==> src/rtl/alu_sequencer_if.sv <==
// Shared ALU control types and the request/response channel bundle of alu_sequencer.
//
// controlpack
//   alu_op_e     ALU operation code driven to the combinational ALU
//   alu_flag_t   {alu_carry, alu_zero} flag pair
//
// alu_sequencer_if (parameter DATA_BUS_WIDTH: operand/result width)
//   req_valid       requester -> sequencer  request valid
//   req_ready       sequencer -> requester  request ready
//   req_op          requester -> sequencer  operation
//   req_operand_a   requester -> sequencer  first operand
//   req_operand_b   requester -> sequencer  second operand
//   req_with_carry  requester -> sequencer  ADC/SBC request
//   rsp_valid       sequencer -> requester  response valid
//   rsp_ready       requester -> sequencer  response ready
//   rsp_result      sequencer -> requester  registered result
//   rsp_flag        sequencer -> requester  flags of this operation
// modport master: control-unit side; modport slave: sequencer side.

package controlpack;

  typedef enum logic [2:0] {
    OpNop = 3'd0,
    OpAdd = 3'd1,
    OpSub = 3'd2,
    OpAnd = 3'd3,
    OpOr  = 3'd4,
    OpXor = 3'd5
  } alu_op_e;

  typedef struct packed {
    logic alu_carry;
    logic alu_zero;
  } alu_flag_t;

endpackage

interface alu_sequencer_if #(
  parameter int unsigned DATA_BUS_WIDTH = 8
);

  logic                          req_valid;
  logic                          req_ready;
  controlpack::alu_op_e          req_op;
  logic [DATA_BUS_WIDTH-1:0]     req_operand_a;
  logic [DATA_BUS_WIDTH-1:0]     req_operand_b;
  logic                          req_with_carry;
  logic                          rsp_valid;
  logic                          rsp_ready;
  logic [DATA_BUS_WIDTH-1:0]     rsp_result;
  controlpack::alu_flag_t        rsp_flag;

  modport master (
    output req_valid,
    output req_op,
    output req_operand_a,
    output req_operand_b,
    output req_with_carry,
    output rsp_ready,
    input  req_ready,
    input  rsp_valid,
    input  rsp_result,
    input  rsp_flag
  );

  modport slave (
    input  req_valid,
    input  req_op,
    input  req_operand_a,
    input  req_operand_b,
    input  req_with_carry,
    input  rsp_ready,
    output req_ready,
    output rsp_valid,
    output rsp_result,
    output rsp_flag
  );

endinterface

==> src/rtl/alu_sequencer.sv <==
// alu_sequencer: initiator side of the ALU interface. Accepts one request per handshake,
// drives the combinational ALU, samples its result/flags, updates the architectural flag
// register and returns the result on a valid/ready response channel. No pipelining.
//
// Optional feature: define ALU_CARRY_CHAIN_EN to enable ADC/SBC via a second ALU pass
// (CHAIN state). Without it req_with_carry is ignored and CHAIN is unreachable.
//
// Ports
//   clk        in   system clock, rising edge
//   rst_n      in   asynchronous active-low reset
//   bus        slave modport of alu_sequencer_if (request/response channels)
//   alu_op     out  operation to the ALU (NOP outside ISSUE/CHAIN)
//   alu_reg1   out  ALU register1 operand
//   alu_reg2   out  ALU register2 operand
//   alu_result in   ALU result
//   alu_flag   in   ALU flags {alu_carry, alu_zero}
//   flag_q     out  architectural flag register

module alu_sequencer
  import controlpack::*;
#(
  parameter int unsigned DATA_BUS_WIDTH = 8
) (
  input  logic                      clk,
  input  logic                      rst_n,
  alu_sequencer_if.slave            bus,
  output alu_op_e                   alu_op,
  output logic [DATA_BUS_WIDTH-1:0] alu_reg1,
  output logic [DATA_BUS_WIDTH-1:0] alu_reg2,
  input  logic [DATA_BUS_WIDTH-1:0] alu_result,
  input  alu_flag_t                 alu_flag,
  output alu_flag_t                 flag_q
);

  typedef enum logic [1:0] {
    StIdle,
    StIssue,
    StChain,
    StResp
  } state_e;

  state_e                    state_q, state_d;
  alu_op_e                   op_q, op_d;
  logic [DATA_BUS_WIDTH-1:0] a_q, a_d;
  logic [DATA_BUS_WIDTH-1:0] b_q, b_d;
  logic                      chain_q, chain_d;
  logic [DATA_BUS_WIDTH-1:0] res_q, res_d;
  alu_flag_t                 f_q, f_d;
  alu_flag_t                 flag_d;
  alu_flag_t                 chain_flag;
  logic                      chain_req;

  // The chain decision is taken once, at acceptance, against the flag register as it
  // stands then; the request's own first pass cannot influence it.
`ifdef ALU_CARRY_CHAIN_EN
  assign chain_req = bus.req_with_carry & flag_q.alu_carry &
                     ((bus.req_op == OpAdd) | (bus.req_op == OpSub));
`else
  logic unused_with_carry;
  assign unused_with_carry = bus.req_with_carry;
  assign chain_req         = 1'b0;
`endif

  // Carry/borrow of ADC/SBC is set if either pass produced one; zero comes from the
  // final pass only.
  assign chain_flag.alu_carry = f_q.alu_carry | alu_flag.alu_carry;
  assign chain_flag.alu_zero  = alu_flag.alu_zero;

  always_comb begin
    state_d = state_q;
    op_d    = op_q;
    a_d     = a_q;
    b_d     = b_q;
    chain_d = chain_q;
    res_d   = res_q;
    f_d     = f_q;
    flag_d  = flag_q;

    unique case (state_q)
      StIdle: begin
        if (bus.req_valid) begin
          op_d    = bus.req_op;
          a_d     = bus.req_operand_a;
          b_d     = bus.req_operand_b;
          chain_d = chain_req;
          state_d = StIssue;
        end
      end

      StIssue: begin
        res_d = alu_result;
        // NOP reports clear flags and must not disturb the architectural flags.
        f_d   = (op_q == OpNop) ? '0 : alu_flag;
        if (chain_q) begin
          state_d = StChain;
        end else begin
          state_d = StResp;
          if (op_q != OpNop) begin
            flag_d = alu_flag;
          end
        end
      end

      StChain: begin
        res_d   = alu_result;
        f_d     = chain_flag;
        flag_d  = chain_flag;
        state_d = StResp;
      end

      StResp: begin
        if (bus.rsp_ready) begin
          state_d = StIdle;
        end
      end

      default: begin
        state_d = StIdle;
      end
    endcase
  end

  always_ff @(posedge clk or negedge rst_n) begin
    if (!rst_n) begin
      state_q <= StIdle;
      op_q    <= OpNop;
      a_q     <= '0;
      b_q     <= '0;
      chain_q <= 1'b0;
      res_q   <= '0;
      f_q     <= '0;
      flag_q  <= '0;
    end else begin
      state_q <= state_d;
      op_q    <= op_d;
      a_q     <= a_d;
      b_q     <= b_d;
      chain_q <= chain_d;
      res_q   <= res_d;
      f_q     <= f_d;
      flag_q  <= flag_d;
    end
  end

  // ALU drive: second pass adds/subtracts one from the first-pass result.
  always_comb begin
    alu_op   = OpNop;
    alu_reg1 = '0;
    alu_reg2 = '0;
    unique case (state_q)
      StIssue: begin
        alu_op   = op_q;
        alu_reg1 = a_q;
        alu_reg2 = b_q;
      end
      StChain: begin
        alu_op   = op_q;
        alu_reg1 = res_q;
        alu_reg2 = DATA_BUS_WIDTH'(1);
      end
      default: begin
        alu_op   = OpNop;
        alu_reg1 = '0;
        alu_reg2 = '0;
      end
    endcase
  end

  assign bus.req_ready  = (state_q == StIdle);
  assign bus.rsp_valid  = (state_q == StResp);
  assign bus.rsp_result = res_q;
  assign bus.rsp_flag   = f_q;

  // Response payload must hold while the consumer stalls.
  rsp_stable_a: assert property (@(posedge clk) disable iff (!rst_n)
    (bus.rsp_valid && !bus.rsp_ready) |=> (bus.rsp_valid && $stable(bus.rsp_result) &&
                                           $stable(bus.rsp_flag)));

  ready_valid_excl_a: assert property (@(posedge clk) disable iff (!rst_n)
    !(bus.req_ready && bus.rsp_valid));

endmodule

==> src/flat_wrapper.sv <==
// flat-port wrapper written by rule: the top's interface ports become plain ports
module alu_sequencer_flat import controlpack::*;
#(
  parameter int unsigned DATA_BUS_WIDTH = 8
)
  (clk, rst_n, alu_op, alu_reg1, alu_reg2, alu_result, alu_flag, flag_q, bus_req_valid, bus_req_op, bus_req_operand_a, bus_req_operand_b, bus_req_with_carry, bus_rsp_ready, bus_req_ready, bus_rsp_valid, bus_rsp_result, bus_rsp_flag);
  alu_sequencer_if #(.DATA_BUS_WIDTH(DATA_BUS_WIDTH)) bus_i ();
  input  logic clk;
  input  logic rst_n;
  output alu_op_e alu_op;
  output logic [DATA_BUS_WIDTH-1:0] alu_reg1;
  output logic [DATA_BUS_WIDTH-1:0] alu_reg2;
  input  logic [DATA_BUS_WIDTH-1:0] alu_result;
  input  alu_flag_t alu_flag;
  output alu_flag_t flag_q;
  input wire logic [$bits(bus_i.req_valid)-1:0] bus_req_valid;
  input wire logic [$bits(bus_i.req_op)-1:0] bus_req_op;
  input wire logic [$bits(bus_i.req_operand_a)-1:0] bus_req_operand_a;
  input wire logic [$bits(bus_i.req_operand_b)-1:0] bus_req_operand_b;
  input wire logic [$bits(bus_i.req_with_carry)-1:0] bus_req_with_carry;
  input wire logic [$bits(bus_i.rsp_ready)-1:0] bus_rsp_ready;
  output wire logic [$bits(bus_i.req_ready)-1:0] bus_req_ready;
  output wire logic [$bits(bus_i.rsp_valid)-1:0] bus_rsp_valid;
  output wire logic [$bits(bus_i.rsp_result)-1:0] bus_rsp_result;
  output wire logic [$bits(bus_i.rsp_flag)-1:0] bus_rsp_flag;
  assign bus_i.req_valid = bus_req_valid;
  assign bus_i.req_op = bus_req_op;
  assign bus_i.req_operand_a = bus_req_operand_a;
  assign bus_i.req_operand_b = bus_req_operand_b;
  assign bus_i.req_with_carry = bus_req_with_carry;
  assign bus_i.rsp_ready = bus_rsp_ready;
  assign bus_req_ready = bus_i.req_ready;
  assign bus_rsp_valid = bus_i.rsp_valid;
  assign bus_rsp_result = bus_i.rsp_result;
  assign bus_rsp_flag = bus_i.rsp_flag;
  alu_sequencer #(.DATA_BUS_WIDTH(DATA_BUS_WIDTH)) u_core (.clk(clk), .rst_n(rst_n), .bus(bus_i), .alu_op(alu_op), .alu_reg1(alu_reg1), .alu_reg2(alu_reg2), .alu_result(alu_result), .alu_flag(alu_flag), .flag_q(flag_q));
endmodule
==> config.mk <==
export PLATFORM = sky130hd
export DESIGN_NAME = alu_sequencer_flat
export DESIGN_NICKNAME = d
export VERILOG_FILES = /design/src/rtl/alu_sequencer_if.sv /design/src/rtl/alu_sequencer.sv /design/src/flat_wrapper.sv
export SDC_FILE = /design/constraint.sdc
export NUM_CORES = 1
export LEC_CHECK = 0
export CAP_MARGIN = 25
export CORE_MARGIN = 2
export CORE_UTILIZATION = 35
export DETAILED_ROUTE_END_ITERATION = 8
export PLACE_DENSITY = 0.78
export SYNTH_ARGS = -nofsm -noshare
export SYNTH_HDL_FRONTEND = slang
export SYNTH_SLANG_ARGS = --single-unit
==> constraint.sdc <==
create_clock -name clk -period 2 [get_ports clk]
set_input_delay 0.4 -clock clk [delete_from_list [all_inputs] [get_ports clk]]
set_output_delay 0.4 -clock clk [all_outputs]
set_load 0.02 [all_outputs]
==> run metrics, run 1 <==
outcome=completed; synthesized flop and latch total=33; Post-synth top flop=dfrtp_1; Syn Std Cell Area=0.00158 mm^2; Hold Crit Class=flip-flop to flip-flop; grt total ovfl=0; Worst Path Buf+Inv=3; post-layout min period=1.96 ns; via count=1,203; Post-Syn Nets=162; TritonCTS clock tree=yes; final net count=243; critical path launch point type=flip-flop; Synth top area share=52.3%; CP max stage delay=0.37 ns; CTS clk-pin slew, worst paths=0.07 ns; crit path from=u_core.state_q[0]; CP Class=flip-flop to output port; Num CTS Buffers=5; GRT met2 Usage=24.8%; I/O Pins=67; Port Buffers=65; busiest layer in global routing=met2; depth of the CTS H-tree=2; worst endpoint data arrival time=1.56 ns; antenna cells=0; setup ws final=0.0429 ns; wire per inst=14.6 um; Final Cycle Share=97.9%; Worst VDD drop=893 uV; post-synthesis cell count=122; Clock Skews=0.00428 ns; CTS max path bufs=2; clk sinks=33; crit path max fanout=20; Die H=71.2 um; met1 Use GR=19.6%; Synth cell types=23; fin util=57.4%; async set-reset flop share out of synthesis=100%; Fin. Hold Viols=0; # rows=24; antenna violations before repair=0; pwr dens=1790 mW/mm^2; final instance area=0.00250 mm^2; Post-synth EDFFs=0; relative slew slack=71.9%; Max Cap Viol=0; # setup viols final=0; DR pass1 iterations=4; Core Box Area=0.00435 mm^2; hold_ws=0.496 ns; HPWL after detailed placement=2780 um; Worst Tran Pin Value=0.422 ns; Area growth, synth to finish=58.2%; full die area=0.00506 mm^2; CP Capture Type=output port; Area after DPL=0.00241 mm^2; HP Start=u_core.b_q[6]; warnings from Yosys=0; first-pass GRT wire length=6250 um; Worst EP required=1.60 ns; sequential share of the synthesized area=52.3%; flop2flop setup slack=0.35 ns; Final Max Slew Viols=0; r2r startpoint=u_core.state_q[1]; CTS root buf=clkbuf_8; Power Total=4.46 mW; largest net degree at the start of global routing=34; Antenna Nets Post-Route=0; global-route usage over all layers=15.9%; Post-Route WL=3750 um; Iteration-0 DRC Markers=28; vias in the first global route=1,295; CP max-delay cell=dfrtp_1; post-synth top area cell=dfrtp_1; CP delay by family, top=buffers and inverters; crit-path cells=inv_1 -> ha_1 -> buf_12 -> and2_2 -> buf_2; worst skew pair latency=0.28 ns; hold buffer count at cts=0; dpl ws=-0.132 ns; DRC viols=0; gpl congestion=0.703; dominant cells by area after synthesis=dfrtp_1, mux2_2, ha_1; ratio of cells with drive above 1 in the final layout=41.7%; leakage=1.10 nW; Max Freq=511 MHz; starting density of the core=36.3%; met3 usage=7.12%; RSZ-0062 raised after global routing=true; Avg Inst Size Synth=12.9 um^2; Die W=71.2 um; detailed-route vias per instance=4.70
==> synth_stat cells, drive strengths merged (2+ instances only) <==
master	count
dfrtp	33
mux2	29
and2	10
nor2b	9
a22oi	8
inv	7
ha	6
buf	5
a21oi	3
mux2i	3
clkbuf	2
nand2	2
==> flip-flops by register name (all words and copies together) (netlist names) <==
| register | count |
|---|---|
| u_core.b_q | 8 |
| u_core.flag_q | 2 |
| u_core.op_q | 3 |
| u_core.state_q | 2 |
| u_core.bus.rsp_flag | 2 |
| u_core.bus.rsp_result | 8 |
| u_core.a_q | 8 |
==> logic make-up after synthesis <==
logic type      Yosys count  synth area share [%]
simple gates             22                  8.95
flops                    33                  52.3
mux                      32                  23.6
fa+ha+maj                 6                  4.75
buf+inv                  14                  4.04
compound gates           15                  6.34
==> report_power, final <==
group / internal (mW) / total [mW] / switching, mW
registers: 1.02 / 1.25 / 0.231
clock network: 0.240 / 0.483 / 0.244
logic: 1.50 / 2.73 / 1.23
total: 2.76 / 4.46 / 1.70
==> worst reg2reg max path, cell delays in order (launching register included) <==
cell and delay (ns):
dfrtp_1 0.42, inv_1 0.09, ha_2 0.21, buf_12 0.15, buf_4 0.13, mux2i_4 0.24
mux2_4 0.31
==> worst paths after layout <==
kind / end / cells past startpoint
min: u_core.b_q[6] / 1
min in group asynchronous: u_core.b_q[2] / 2
min reg2reg: u_core.b_q[6] / 1
max in group asynchronous: u_core.a_q[1] / 2
max: alu_op[1] / 5
max reg2reg: u_core.flag_q[0] / 6
==> repair_timing <==
| action | 4_1_cts | 5_1_grt |
|---|---|---|
| setup buffers | 1 | 0 |
| setup endpoints to repair | 21 | 19 |
| gates resized for setup | 69 | 26 |
| endpoints found under the hold margin | 0 | 0 |
==> placed cells by master (no fill, tap or decap) <==
cell type        synthesis  final
mux2i_4                  1      1
o211ai_1                 1      1
or3_4                    1      1
nand2_2                  1      1
o21ai_0                  1      1
mux2i_1                  2      2
dlygate4sd2_1            0      2
ha_1                     6      4
nor2b_2                  0      1
and2_2                   1      1
clkinv_2                 0      2
nand2_1                  1      1
clkdlybuf4s15_2          0      4
mux2_2                  28     28
a31oi_1                  1      1
clkinvlp_4               0      1
a21oi_1                  3      3
mux2_4                   1      1
a22oi_1                  8      2
buf_4                    0     23
buf_6                    1      1
clkbuf_8                 0      5
a22oi_2                  0      6
nor2b_1                  9      8
inv_1                    7      7
buf_2                    3      4
clkdlybuf4s50_1          0     44
and2_1                   9      9
ha_2                     0      2
buf_12                   0      3
dfrtp_1                 33     33
o22ai_1                  1      1
==> layer usage <==
metal / vias up / share of wire (%)
met5: - / 0
met4: 0 / 1.0
li1: 579 / -
met2: 50 / 50
met3: 4 / 9.1
met1: 570 / 39
==> cell type report <==
class | count | area [um^2]
Fill cell | 369 | 1860
Sequential cell | 33 | 826
Timing Repair Buffer | 81 | 767
Multi-Input combinational cell | 75 | 727
Clock buffer | 5 | 68.8
Tap cell | 52 | 65.1
Inverter | 7 | 26.3
Clock inverter | 3 | 17.5
==> per-stage QoR <==
stage	setup TNS, ns	std cells
after floorplan	0	122
after global placement	-0.645	247
after detailed placement	-1.12	247
after CTS	-0.0813	256
after global routing	-0.160	256
final	0	256
Note: power is estimated with default switching activity, not from simulation.
==> run 2, diff against run 1 <==
--- a/config.mk
+++ b/config.mk
@@ -5,7 +5,7 @@
 export SDC_FILE = /design/constraint.sdc
 export NUM_CORES = 1
 export LEC_CHECK = 0
-export CAP_MARGIN = 25
+export CAP_MARGIN = 30
 export CORE_MARGIN = 2
 export CORE_UTILIZATION = 35
 export DETAILED_ROUTE_END_ITERATION = 8
==> results of run 2 <==
No change in the layout: final DEF, timing and power equal those of run 1.
==> run 3, diff against run 2 <==
--- a/config.mk
+++ b/config.mk
@@ -10,6 +10,7 @@
 export CORE_UTILIZATION = 35
 export DETAILED_ROUTE_END_ITERATION = 8
 export PLACE_DENSITY = 0.78
+export SKIP_LAST_GASP = 1
 export SYNTH_ARGS = -nofsm -noshare
 export SYNTH_HDL_FRONTEND = slang
 export SYNTH_SLANG_ARGS = --single-unit
==> run 3 against run 2 <==
Hold slack is the same. Core utilization shrank 0.057 points. Cell count is the same. Highest routed layer unchanged.
==> run metrics, run 3 (same netlist as run 1, synthesis figures left out) <==
clk sinks=33 (unchanged); Iteration-0 DRC Markers=28 (unchanged); Hold Path End=u_core.b_q[6] (unchanged); DR pass1 iterations=3 (was 4); crit-path cells=inv_1 -> ha_1 -> buf_12 -> and2_2 -> buf_2 (unchanged); CP Capture Type=output port (unchanged); full die area=0.00506 mm^2 (unchanged); CP max-delay cell=dfrtp_1 (unchanged); Worst VDD drop=893 uV (about the same); Inst Count DP=247 (unchanged); r2r startpoint=u_core.state_q[1] (unchanged); CP max stage delay=0.37 ns (about the same); # rows=24 (unchanged); grt total ovfl=0 (unchanged); final instance area=0.00249 mm^2 (was 0.00250 mm^2); gpl congestion=0.703 (unchanged); CTS clk-pin slew, worst paths=0.07 ns (about the same); leakage=1.10 nW (about the same); outcome=completed (unchanged); final net count=243 (unchanged); DRC viols=0 (unchanged); worst endpoint data arrival time=1.56 ns (about the same); FF-to-FF path depth=6 (unchanged); Sw Share=38.2% (was 38.1%); combinational share of power=61.1% (was 61.2%); Max Freq=511 MHz (about the same); CP Class=flip-flop to output port (unchanged); detailed-route vias per instance=4.71 (was 4.70); flop2flop setup slack=0.35 ns (about the same); Worst EP required=1.60 ns (about the same); CTS max path bufs=2 (unchanged); largest net degree at the start of global routing=34 (unchanged); Power Total=4.46 mW (about the same); wire per inst=14.6 um (unchanged); worst r2r dst=u_core.flag_q[0] (unchanged); clock network fraction of total power=10.9% (was 10.8%); Clock Skews=0.00428 ns (about the same); Flop pwr share=28.0% (about the same); Die H=71.2 um (unchanged); TritonCTS clock tree=yes (unchanged); crit path max fanout=20 (unchanged); WHS Path Cells=1 (unchanged); global-route usage over all layers=15.9% (unchanged); Num CTS Buffers=5 (unchanged); critical path launch point type=flip-flop (unchanged); fin util=57.3% (was 57.4%); Area growth, synth to finish=58.0% (was 58.2%); relative slew slack=71.9% (about the same); post-layout min period=1.96 ns (about the same); CTS root buf=clkbuf_8 (unchanged); Sw Pwr=1.70 mW (about the same); HPWL after detailed placement=2780 um (unchanged); Layout Cells excl Fill=256 (unchanged); Port Buffers=65 (unchanged); Worst Tran Pin Value=0.422 ns (about the same); Antenna Nets Post-Route=0 (unchanged); Final Max Slew Viols=0 (unchanged); Hold Crit Class=flip-flop to flip-flop (unchanged); dpl ws=-0.132 ns (unchanged); Die W=71.2 um (unchanged); worst skew pair latency=0.28 ns (about the same); HP Start=u_core.b_q[6] (unchanged); I/O Pins=67 (unchanged); first-pass GRT wire length=6250 um (unchanged); ratio of cells with drive above 1 in the final layout=41.7% (unchanged); RSZ-0062 raised after global routing=true (unchanged); vias in the first global route=1,295 (unchanged); via count=1,206 (was 1,203); depth of the CTS H-tree=2 (unchanged); Fin. Hold Viols=0 (unchanged); commonest cells after routing, fill and taps aside=clkdlybuf4s50_1, dfrtp_1, mux2_2, buf_4, and2_1 (unchanged); Area after DPL=0.00241 mm^2 (unchanged); CP delay by family, top=buffers and inverters (unchanged); pwr dens=1790 mW/mm^2 (about the same); # setup viols final=0 (unchanged); antenna violations before repair=0 (unchanged); Final Cycle Share=97.9% (about the same); Worst Path Buf+Inv=3 (unchanged); antenna cells=0 (unchanged); Max Cap Viol=0 (unchanged); Post-Route WL=3750 um (unchanged); Core Box Area=0.00435 mm^2 (unchanged); commonest non-fill, non-tap cell in the layout=clkdlybuf4s50_1 (unchanged); starting density of the core=36.3% (unchanged); setup ws final=0.0423 ns (was 0.0429 ns); Int Power=2.76 mW (about the same)
==> run 3: cell type report <==
class	count	area, um^2
fillers	369	1860
clock inverters	3	17.5
inverters	7	26.3
well taps	52	65.1
repair buffers	81	764
clock buffers	5	68.8
multi-input cells	75	727
flip-flops and latches	33	826
==> run 3: how the worst max path moves through the flow <==
stage	startpoint	endpoint	slack, ns	cells past startpoint
CTS	u_core.state_q[0]	alu_op[0]	-0.03	5
detailed placement	u_core.state_q[1]	alu_reg2[0]	-0.13	5
finish	u_core.state_q[0]	alu_op[1]	0.04	5
global route	u_core.state_q[1]	alu_reg1[2]	-0.03	5
global placement	u_core.state_q[1]	alu_reg2[0]	-0.07	5
floorplan	u_core.state_q[0]	alu_reg1[5]	0.14	5
==> run 3: repair_timing <==
action | in CTS | in global routing
resized for setup | 69 | 25
hold endpoints to repair | 0 | 0
endpoints found under the setup margin | 21 | 19
buffers inserted | 1 | 0
hold buffers | 0 | 0
==> run 3: power by group through the flow <==
stage	Clock, mW	Sequential [mW]	Combinational [mW]
CTS	0.504	1.23	2.67
detailed placement	0	1.24	2.79
floorplan	0	1.34	1.40
global placement	0	1.22	2.75
global route	0.542	1.29	2.93
finish	0.484	1.25	2.72
==> run 3: routing by layer <==
| metal | up-vias | track usage (%) | share of wire, % | routed length (um) |
|---|---|---|---|---|
| li1 | 579 | - | - | - |
| met1 | 571 | 19.6 | 39 | 1470 |
| met2 | 52 | 24.8 | 50 | 1890 |
| met3 | 4 | 7.12 | 9.4 | 352 |
| met4 | 0 | 5.24 | 1.0 | 38 |
| met5 | - | 0 | 0 | 0 |
==> run 3: stage by stage <==
stage	setup TNS, ns	hold slack (ns)
3_3_place_gp	-0.645	0.479
4_1_cts	-0.0813	0.501
2_1_floorplan	0	0.104
5_1_grt	-0.172	0.512
6_report	0	0.496
3_5_place_dp	-1.12	0.484
